## src/rtl/uart_frac_baud_gen.sv

```systemverilog
// uart_frac_baud_gen
//   Fractional UART baud tick generator. A runtime-programmable divisor
//   (integer + FRAC_W-bit fraction, in system clocks per sub-tick) drives two
//   identical tick chains running at OVERSAMPLE x baud:
//     - TX chain: exposes one pulse per bit period (tx_tick).
//     - RX chain: exposes every sub-tick, the mid-bit and the end-of-bit
//       pulses; its phase can be restarted by rx_resync on a start-bit edge.
//   A new divisor is staged as "pending" and swapped in on a TX bit boundary
//   (or immediately while disabled), so a bit in flight is never distorted.
//
// Ports
//   clk_50mhz    in   system clock, rising edge
//   rst          in   synchronous reset, active-high
//   en           in   enable; low holds both chains cleared
//   cfg_wr       in   one-cycle divisor write strobe
//   cfg_div_int  in   integer clocks per sub-tick (legal >= 2)
//   cfg_div_frac in   fractional clocks per sub-tick, units of 2^-FRAC_W
//   cfg_busy     out  written divisor pending, not yet active
//   cfg_err      out  one-cycle pulse when a write is rejected
//   rx_resync    in   one-cycle pulse, restarts RX chain phase
//   tx_tick      out  one pulse per TX bit period
//   rx_tick      out  one pulse per RX sub-tick
//   rx_mid_tick  out  one pulse at RX half-bit
//   rx_bit_tick  out  one pulse at RX end-of-bit
module uart_frac_baud_gen #(
  parameter int FSYS_CLK   = 50_000_000,
  parameter int BAND_SET   = 115200,
  parameter int OVERSAMPLE = 16,
  parameter int DIV_W      = 16,
  parameter int FRAC_W     = 4,
  parameter int DEF_INT    = FSYS_CLK / (BAND_SET * OVERSAMPLE),
  parameter int DEF_FRAC   = ((FSYS_CLK - DEF_INT * BAND_SET * OVERSAMPLE) * (2 ** FRAC_W)
                              + (BAND_SET * OVERSAMPLE) / 2) / (BAND_SET * OVERSAMPLE)
) (
  input  logic              clk_50mhz,
  input  logic              rst,
  input  logic              en,
  input  logic              cfg_wr,
  input  logic [DIV_W-1:0]  cfg_div_int,
  input  logic [FRAC_W-1:0] cfg_div_frac,
  output logic              cfg_busy,
  output logic              cfg_err,
  input  logic              rx_resync,
  output logic              tx_tick,
  output logic              rx_tick,
  output logic              rx_mid_tick,
  output logic              rx_bit_tick
);

  localparam int OS_W = $clog2(OVERSAMPLE);
  localparam logic [OS_W-1:0]  OS_ONE   = OS_W'(1);
  localparam logic [OS_W-1:0]  OS_MID   = OS_W'(OVERSAMPLE / 2 - 1);
  localparam logic [OS_W-1:0]  OS_LAST  = OS_W'(OVERSAMPLE - 1);
  localparam logic [DIV_W-1:0] SUB_ONE  = DIV_W'(1);
  localparam logic [DIV_W:0]   LIM_ONE  = (DIV_W + 1)'(1);
  localparam logic [DIV_W-1:0] INT_MIN  = DIV_W'(2);

  // Divisor configuration
  logic [DIV_W-1:0]  act_int_q,  act_int_d;
  logic [FRAC_W-1:0] act_frac_q, act_frac_d;
  logic [DIV_W-1:0]  pend_int_q, pend_int_d;
  logic [FRAC_W-1:0] pend_frac_q, pend_frac_d;
  logic              busy_q, busy_d;
  logic              err_q, err_d;

  // TX chain
  logic [DIV_W-1:0]  tx_sub_q, tx_sub_d;
  logic [FRAC_W-1:0] tx_acc_q, tx_acc_d;
  logic              tx_c_q, tx_c_d;
  logic [OS_W-1:0]   tx_os_q, tx_os_d;

  // RX chain
  logic [DIV_W-1:0]  rx_sub_q, rx_sub_d;
  logic [FRAC_W-1:0] rx_acc_q, rx_acc_d;
  logic              rx_c_q, rx_c_d;
  logic [OS_W-1:0]   rx_os_q, rx_os_d;

  // Registered outputs
  logic tx_tick_q, tx_tick_d;
  logic rx_tick_q, rx_tick_d;
  logic rx_mid_q, rx_mid_d;
  logic rx_bit_q, rx_bit_d;

  logic [DIV_W:0]    tx_lim_m1, rx_lim_m1;
  logic [FRAC_W:0]   tx_sum, rx_sum;
  logic              tx_hit, rx_hit, rx_hit_eff, tx_bnd;
  logic              cfg_ok, apply;

  always_comb begin
    // Interval limit is div_int + carry; compared one bit wider so a
    // maximal div_int plus carry cannot wrap.
    tx_lim_m1 = {1'b0, act_int_q} + {{DIV_W{1'b0}}, tx_c_q} - LIM_ONE;
    rx_lim_m1 = {1'b0, act_int_q} + {{DIV_W{1'b0}}, rx_c_q} - LIM_ONE;
    // ">=" rather than "==": when a smaller divisor is applied mid-interval
    // the RX counter may already be past the new limit; it then ticks at once.
    tx_hit    = en && ({1'b0, tx_sub_q} >= tx_lim_m1);
    rx_hit    = en && ({1'b0, rx_sub_q} >= rx_lim_m1);
    rx_hit_eff = rx_hit && !rx_resync;
    tx_sum    = {1'b0, tx_acc_q} + {1'b0, act_frac_q};
    rx_sum    = {1'b0, rx_acc_q} + {1'b0, act_frac_q};
    tx_bnd    = tx_hit && (tx_os_q == OS_LAST);

    tx_sub_d = tx_sub_q;
    tx_acc_d = tx_acc_q;
    tx_c_d   = tx_c_q;
    tx_os_d  = tx_os_q;
    if (!en) begin
      tx_sub_d = '0;
      tx_acc_d = '0;
      tx_c_d   = 1'b0;
      tx_os_d  = '0;
    end else if (tx_hit) begin
      tx_sub_d = '0;
      tx_acc_d = tx_sum[FRAC_W-1:0];
      tx_c_d   = tx_sum[FRAC_W];
      tx_os_d  = tx_os_q + OS_ONE;
    end else begin
      tx_sub_d = tx_sub_q + SUB_ONE;
    end

    rx_sub_d = rx_sub_q;
    rx_acc_d = rx_acc_q;
    rx_c_d   = rx_c_q;
    rx_os_d  = rx_os_q;
    if (!en || rx_resync) begin
      rx_sub_d = '0;
      rx_acc_d = '0;
      rx_c_d   = 1'b0;
      rx_os_d  = '0;
    end else if (rx_hit) begin
      rx_sub_d = '0;
      rx_acc_d = rx_sum[FRAC_W-1:0];
      rx_c_d   = rx_sum[FRAC_W];
      rx_os_d  = rx_os_q + OS_ONE;
    end else begin
      rx_sub_d = rx_sub_q + SUB_ONE;
    end

    tx_tick_d = tx_bnd;
    rx_tick_d = rx_hit_eff;
    rx_mid_d  = rx_hit_eff && (rx_os_q == OS_MID);
    rx_bit_d  = rx_hit_eff && (rx_os_q == OS_LAST);

    // The divisor in use for this edge's arithmetic is the old one; the
    // pending value takes over from the following cycle.
    cfg_ok = cfg_wr && (cfg_div_int >= INT_MIN);
    apply  = busy_q && (tx_bnd || !en);

    act_int_d   = apply ? pend_int_q  : act_int_q;
    act_frac_d  = apply ? pend_frac_q : act_frac_q;
    pend_int_d  = cfg_ok ? cfg_div_int  : pend_int_q;
    pend_frac_d = cfg_ok ? cfg_div_frac : pend_frac_q;
    // A write landing on the apply edge stays pending for the next boundary.
    busy_d      = cfg_ok ? 1'b1 : (apply ? 1'b0 : busy_q);
    err_d       = cfg_wr && !cfg_ok;
  end

  always_ff @(posedge clk_50mhz) begin
    if (rst) begin
      act_int_q   <= DIV_W'(DEF_INT);
      act_frac_q  <= FRAC_W'(DEF_FRAC);
      pend_int_q  <= DIV_W'(DEF_INT);
      pend_frac_q <= FRAC_W'(DEF_FRAC);
      busy_q      <= 1'b0;
      err_q       <= 1'b0;
      tx_sub_q    <= '0;
      tx_acc_q    <= '0;
      tx_c_q      <= 1'b0;
      tx_os_q     <= '0;
      rx_sub_q    <= '0;
      rx_acc_q    <= '0;
      rx_c_q      <= 1'b0;
      rx_os_q     <= '0;
      tx_tick_q   <= 1'b0;
      rx_tick_q   <= 1'b0;
      rx_mid_q    <= 1'b0;
      rx_bit_q    <= 1'b0;
    end else begin
      act_int_q   <= act_int_d;
      act_frac_q  <= act_frac_d;
      pend_int_q  <= pend_int_d;
      pend_frac_q <= pend_frac_d;
      busy_q      <= busy_d;
      err_q       <= err_d;
      tx_sub_q    <= tx_sub_d;
      tx_acc_q    <= tx_acc_d;
      tx_c_q      <= tx_c_d;
      tx_os_q     <= tx_os_d;
      rx_sub_q    <= rx_sub_d;
      rx_acc_q    <= rx_acc_d;
      rx_c_q      <= rx_c_d;
      rx_os_q     <= rx_os_d;
      tx_tick_q   <= tx_tick_d;
      rx_tick_q   <= rx_tick_d;
      rx_mid_q    <= rx_mid_d;
      rx_bit_q    <= rx_bit_d;
    end
  end

  assign cfg_busy    = busy_q;
  assign cfg_err     = err_q;
  assign tx_tick     = tx_tick_q;
  assign rx_tick     = rx_tick_q;
  assign rx_mid_tick = rx_mid_q;
  assign rx_bit_tick = rx_bit_q;

endmodule

```

## config.mk

```make
export PLATFORM = sky130hd
export DESIGN_NAME = uart_frac_baud_gen
export DESIGN_NICKNAME = d
export VERILOG_FILES = /design/src/rtl/uart_frac_baud_gen.sv
export SDC_FILE = /design/constraint.sdc
export NUM_CORES = 1
export LEC_CHECK = 0
export ABC_CLOCK_PERIOD_IN_PS = 10220
export BUFFER_PORTS_ARGS = -buffer_cell sky130_fd_sc_hd__buf_2
export CELL_PAD_IN_SITES_DETAIL_PLACEMENT = 2
export CELL_PAD_IN_SITES_GLOBAL_PLACEMENT = 2
export CORE_MARGIN = 2
export CORE_UTILIZATION = 41
export CTS_CLUSTER_DIAMETER = 100
export DETAILED_ROUTE_END_ITERATION = 6
export GPL_TIMING_DRIVEN = 0
export HOLD_SLACK_MARGIN = 0.12
export PLACE_DENSITY_LB_ADDON = 0.1
export REMOVE_ABC_BUFFERS = 1
export SETUP_SLACK_MARGIN = 0.05
export SYNTH_ARGS = -nofsm -noshare
export SYNTH_HDL_FRONTEND = slang
export SYNTH_SLANG_ARGS = --single-unit
```

## constraint.sdc

```tcl
create_clock -name clk_50mhz -period 10.22 [get_ports clk_50mhz]
set_input_delay 0.511 -clock clk_50mhz [delete_from_list [all_inputs] [get_ports clk_50mhz]]
set_output_delay 0.511 -clock clk_50mhz [all_outputs]
set_load 0.02 [all_outputs]
```

# Yosys cells after proc, flatten, opt, wreduce, memory -nomap -nowiden

Index checks and enable logic that the tools add are counted.
Widths: inputs -> output; s select.

Flip-flop bits (word level): 96
Input bits: 25
Output and inout port bits: 6
Word-level logic and storage cells: 56

Add/sub/neg operators: 10
Order comparisons: 3
Equal/unequal tests: 3
Muxes and demuxes: 2
Bitwise operators: 1
Reductions and logical operators: 19

Operators with widths:

| operator              | number |
|---|---|
| $add 16x1->17         | 2 |
| $ge 16x17->1          | 2 |
| $sub 17x1->17 const B | 2 |
| $add 16x1->16 const B | 2 |
| $ge 16x2->1 const B   | 1 |
| $add 4x4->5           | 2 |
| $logic_and 1x1->1     | 9 |
| $add 4x1->4 const B   | 2 |
| $eq 4x4->1 const B    | 2 |
| $reduce_or 3->1       | 2 |
| $eq 4x3->1 const B    | 1 |
| $reduce_or 2->1       | 2 |
| $logic_not 1->1       | 3 |
| $logic_or 1x1->1      | 2 |
| $mux 1                | 2 |
| $reduce_bool 2->1     | 1 |
| $not 1->1             | 1 |

# Logic depth before layout (Yosys ltp)

Depth in word-level cells: 9
Mapped depth: 17
Gate-level depth less buffers: 14

# Worst setup path before layout

Ideal clock, no wire load.

Kind: register to register
From: reg act_int_q[0]
To: reg rx_os_q[3]
Data arrival time: 3.181 ns
Data required time: 10.149 ns
Path slack: 6.969 ns
Cell stages (with the launch flop): 14
Cells stage by stage: dfxtp_1 inv_1 ha_1 ha_1 nand3_2 nor4_1 nand2_1 xnor2_1 ha_1 nand4_1 or4_4 o211a_4 or4_1 a21oi_1

Longest elaborated chain between the ends: 4

Ends and longest elaborated chain:

| element                | RTL line | text |
|---|---|---|
| start, declared        | 59       | `logic [DIV_W-1:0] act_int_q, act_int_d;` |
| start signal, assigned | 160      | `act_int_q <= DIV_W'(DEF_INT);` |
| start signal, assigned | 179      | `act_int_q <= act_int_d;` |
| $add 16x1->17          | 93       | `rx_lim_m1 = {1'b0, act_int_q} + {{DIV_W{1'b0}}, rx_c_q} - LIM_ONE;` |
| $sub 17x1->17          | 93       |  |
| $ge 16x17->1           | 97       | `rx_hit = en && ({1'b0, rx_sub_q} >= rx_lim_m1);` |
| $logic_and 1x1->1      | 97       |  |
| end signal, assigned   | 192      | `rx_os_q <= rx_os_d;` |
| end, declared          | 76       | `logic [OS_W-1:0] rx_os_q, rx_os_d;` |

No other way between the ends.
A chain may end at the register's enable or synchronous reset.

# Worst setup path in the final report

From: reg tx_c_q
To: reg act_frac_q[3]

Longest elaborated chain between the ends: 7

Ends and longest elaborated chain:

| element                | RTL line | text |
|---|---|---|
| start, declared        | 69       | `logic tx_c_q, tx_c_d;` |
| start signal, assigned | 187      | `tx_c_q <= tx_c_d;` |
| $add 16x1->17          | 92       | `tx_lim_m1 = {1'b0, act_int_q} + {{DIV_W{1'b0}}, tx_c_q} - LIM_ONE;` |
| $sub 17x1->17          | 92       |  |
| $ge 16x17->1           | 96       | `tx_hit = en && ({1'b0, tx_sub_q} >= tx_lim_m1);` |
| $logic_and 1x1->1      | 96       |  |
| $logic_and 1x1->1      | 101      | `tx_bnd = tx_hit && (tx_os_q == OS_LAST);` |
| $logic_or 1x1->1       | 147      | `apply = busy_q && (tx_bnd \|\| !en);` |
| $logic_and 1x1->1      | 147      |  |
| end signal, assigned   | 161      | `act_frac_q <= FRAC_W'(DEF_FRAC);` |
| end signal, assigned   | 180      | `act_frac_q <= act_frac_d;` |
| end, declared          | 60       | `logic [FRAC_W-1:0] act_frac_q, act_frac_d;` |

No other way between the ends.

==> results.py <==
metrics = {
    "power_and_ir_drop": {
        "power_frac_clock_pct": 44.6,
        "p_sw_w": 0.000213,
        "power_density_nw_per_um2": 135,
        "p_int_w": 0.000624,
        "peakVddDrop_v": 0.0000757,
        "p_total_w": 0.000837,
        "swShare_pct": 25.5,
        "combPwrFrac_pct": 8.5,
        "leakagePower_nw": 2.39,
        "p_seq_share_pct": 46.9,
    },
    "logic_synthesis": {
        "synth_area_leaders": "dfxtp_1, ha_1, xnor2_1, nand2_1, nor2_1",
        "synthFlopType": "dfxtp_1",
        "synth_area_sq_um": 5680,
        "netlist_instances": 666,
        "synth_area_leader_cell": "dfxtp_1",
        "ys_seq_elements": 96,
        "avgSynthCellArea_sq_um": 8.53,
        "synth_cell_types": 60,
        "ys_async_sr_fraction_pct": 0,
        "yosysWarnings": 0,
        "synth-edff-count": 0,
        "yosysSeqAreaShare_pct": 33.8,
        "synth_top_area_share_pct": 33.8,
    },
    "clock_tree": {
        "cts_resized": 0,
        "cts_tree": "yes",
        "clk_pin_slew_ps": 70,
        "post_cts_buffers": 0,
        "cts_buffers": 9,
        "worstSkewPairLatency_ps": 350,
        "clock_sink_count": 96,
        "cts-root-buf": "clkbuf_16",
        "cts-hold-fix-buffers": 0,
        "htree_levels": 3,
        "cts_buffer_depth": 2,
    },
    "timing": {
        "rsz0062_at_grt": "no",
        "tightest_slew_ps": 1170,
        "timing.fmax_mhz": 198,
        "fin_setup_tns_ps": 0,
        "finalHoldViolCount": 0,
        "slew_violations": 0,
        "period_minus_slack_ps": 5040,
        "finClkSkew_ps": 9.16,
        "timing.final.crit_share_pct": 49.3,
        "slew_headroom_pct": 21.8,
        "setup_viol_count_final": 0,
    },
    "routing": {
        "drtIter0Drc": 220,
        "avgRoutedWirePerCell_microns": 19.3,
        "antenna_left": 0,
        "drc_errors": 0,
        "vias": 4912,
        "routed_via_density": 5.75,
        "drtPass1Iterations": 4,
        "drt-total-wl_mm": 16.5,
    },
    "global_routing": {
        "grt_pass1_vias": 5311,
        "antenna_found_initial": 0,
        "grt_max_degree": 65,
        "grt_pass1_wl_mm": 27.6,
        "gr-total-overflow": 0,
        "grt.total_usage_pct": 23.6,
    },
    "die": {
        "die_y_microns": 122,
        "rows": 43,
        "core_sq_um": 13700,
        "dieArea_sq_um": 14800,
        "initial_core_util_pct": 41.4,
        "die_w_microns": 122,
        "io_pins": 31,
    },
    "final_layout": {
        "layout_commonest_cell": "dfxtp_1",
        "diodes": 0,
        "final_cell_mix": "dfxtp_1, nand2_1, nor2_1, ha_1, xnor2_1",
        "drive_gt1_share_pct": 8.59,
        "syn_to_final_growth_pct": 9.27,
        "nets": 745,
    },
    "hold_path": {
        "hp-start": "cfg_div_frac[3]",
        "hp-class": "primary input to register",
        "whs_path_depth": 3,
        "min_to": "pend_frac_q[3]",
    },
    "setup_path": {
        "worst-setup-path-type": "register to register",
        "crit_required_ps": 10420,
        "r2r-end": "act_frac_q[3]",
        "r2r_slack_ps": 5180,
        "crit_path_end_kind": "register",
        "critPathMaxFanout": 30,
        "reg2reg_depth": 14,
        "start_kind": "register",
        "cp.arrival_ps": 5240,
        "r2r-start": "tx_c_q",
    },
    "status": {
        "status": "finished clean",
    },
    "placement": {
        "hpwl_mm": 12.0,
        "gp_congestion": 0.804,
        "portBuffers": 30,
    },
    "job": {
        "cap_violations": 0,
    },
}
[synth_stat cells (16+ instances only)]
| library cell | number |
|---|---|
| inv_1 | 34 |
| nor3_1 | 27 |
| nor2_1 | 66 |
| nand2_1 | 72 |
| xor2_1 | 18 |
| clkbuf_1 | 20 |
| ha_1 | 48 |
| dfxtp_1 | 96 |
| xnor2_1 | 43 |
| a21oi_1 | 27 |
| a31oi_1 | 16 |
| nand3_1 | 26 |
[power groups by stage]
stage          combinational, W  sequential [W]  clock [W]
2_1_floorplan         0.0000429        0.000398          0
3_3_place_gp          0.0000665        0.000400          0
3_5_place_dp          0.0000706        0.000401          0
4_1_cts               0.0000719        0.000392   0.000383
5_1_grt               0.0000803        0.000394   0.000397
6_report              0.0000711        0.000392   0.000373
[state kept, by name, indices dropped and copies added, names as in the netlist]
signal / cells
act_int_q: 16
pend_int_q: 16
rx_sub_q: 16
tx_sub_q: 16
act_frac_q: 4
pend_frac_q: 4
rx_acc_q: 4
rx_os_q: 4
tx_acc_q: 4
tx_os_q: 4
cfg_busy: 1
cfg_err: 1
rx_bit_tick: 1
rx_c_q: 1
rx_mid_tick: 1
rx_tick: 1
tx_c_q: 1
tx_tick: 1
[final cells by class]
type | count | area (sq um)
inverters | 36 | 135
fillers | 1529 | 7510
clock buffers | 10 | 229
multi-input cells | 497 | 3460
clock inverters | 6 | 90.1
repair buffers | 30 | 150
well taps | 180 | 225
flip-flops and latches | 96 | 1920
[metal layers]
layer	track usage [%]	part of all wire (%)	wire, microns
met5	0	0	0
met4	7.18	1.8	291
met3	2.86	1.5	252
met2	41.4	50	8340
met1	30.3	46	7660
[how the worst max path moves through the flow]
stage          cells after the start            end         start  slack [ps]
2_1_floorplan                     14  act_frac_q[0]  act_int_q[0]        6310
3_3_place_gp                      14  act_frac_q[3]  act_int_q[0]        5040
3_5_place_dp                      14  act_frac_q[3]  act_int_q[0]        4700
4_1_cts                           14  act_frac_q[3]  act_int_q[0]        4590
5_1_grt                           14  act_frac_q[3]  act_int_q[0]        4720
6_report                          14  act_frac_q[3]        tx_c_q        5180
[cell families (layout without fill, tap and decap cells)]
family                   count (synthesis)  in the layout  share of synthesized area [%]
AND/OR/NAND/NOR                        248            248                           20.9
AO/OA/AOI/OAI                          122            122                           16.4
flip-flops                              96             96                           33.8
buffers and inverters                   73             82                           5.46
XOR/XNOR                                61             61                           9.40
adder cells (fa/ha/maj)                 50             50                           11.3
multiplexers                            16             16                           2.84
[per-stage QoR]
step / util [%] / area (sq um) / worst slack (ps) / std cells / hold WS [ps]
CTS: 45.2 / 6200 / 4590 / 855 / 381
detailed placement: 42.9 / 5880 / 4700 / 839 / 456
finish: 45.3 / 6210 / 5180 / 855 / 387
global route: 45.3 / 6210 / 4720 / 855 / 396
floorplan: - / 5510 / 6310 / 629 / 430
global placement: 42.9 / 5880 / 5040 / 839 / 449
[critical path, stage by stage (launching register included)]
cell	delay, ps
dfxtp_1	320
inv_1	110
ha_1	180
ha_1	210
nand3_1	220
nor4_1	550
nand2_1	150
xnor2_1	180
ha_1	320
nand4_1	100
or2_1	270
o221a_2	310
o22ai_4	710
nand2_1	630
o311ai_0	610
Power figures use the tool's default switching activity.
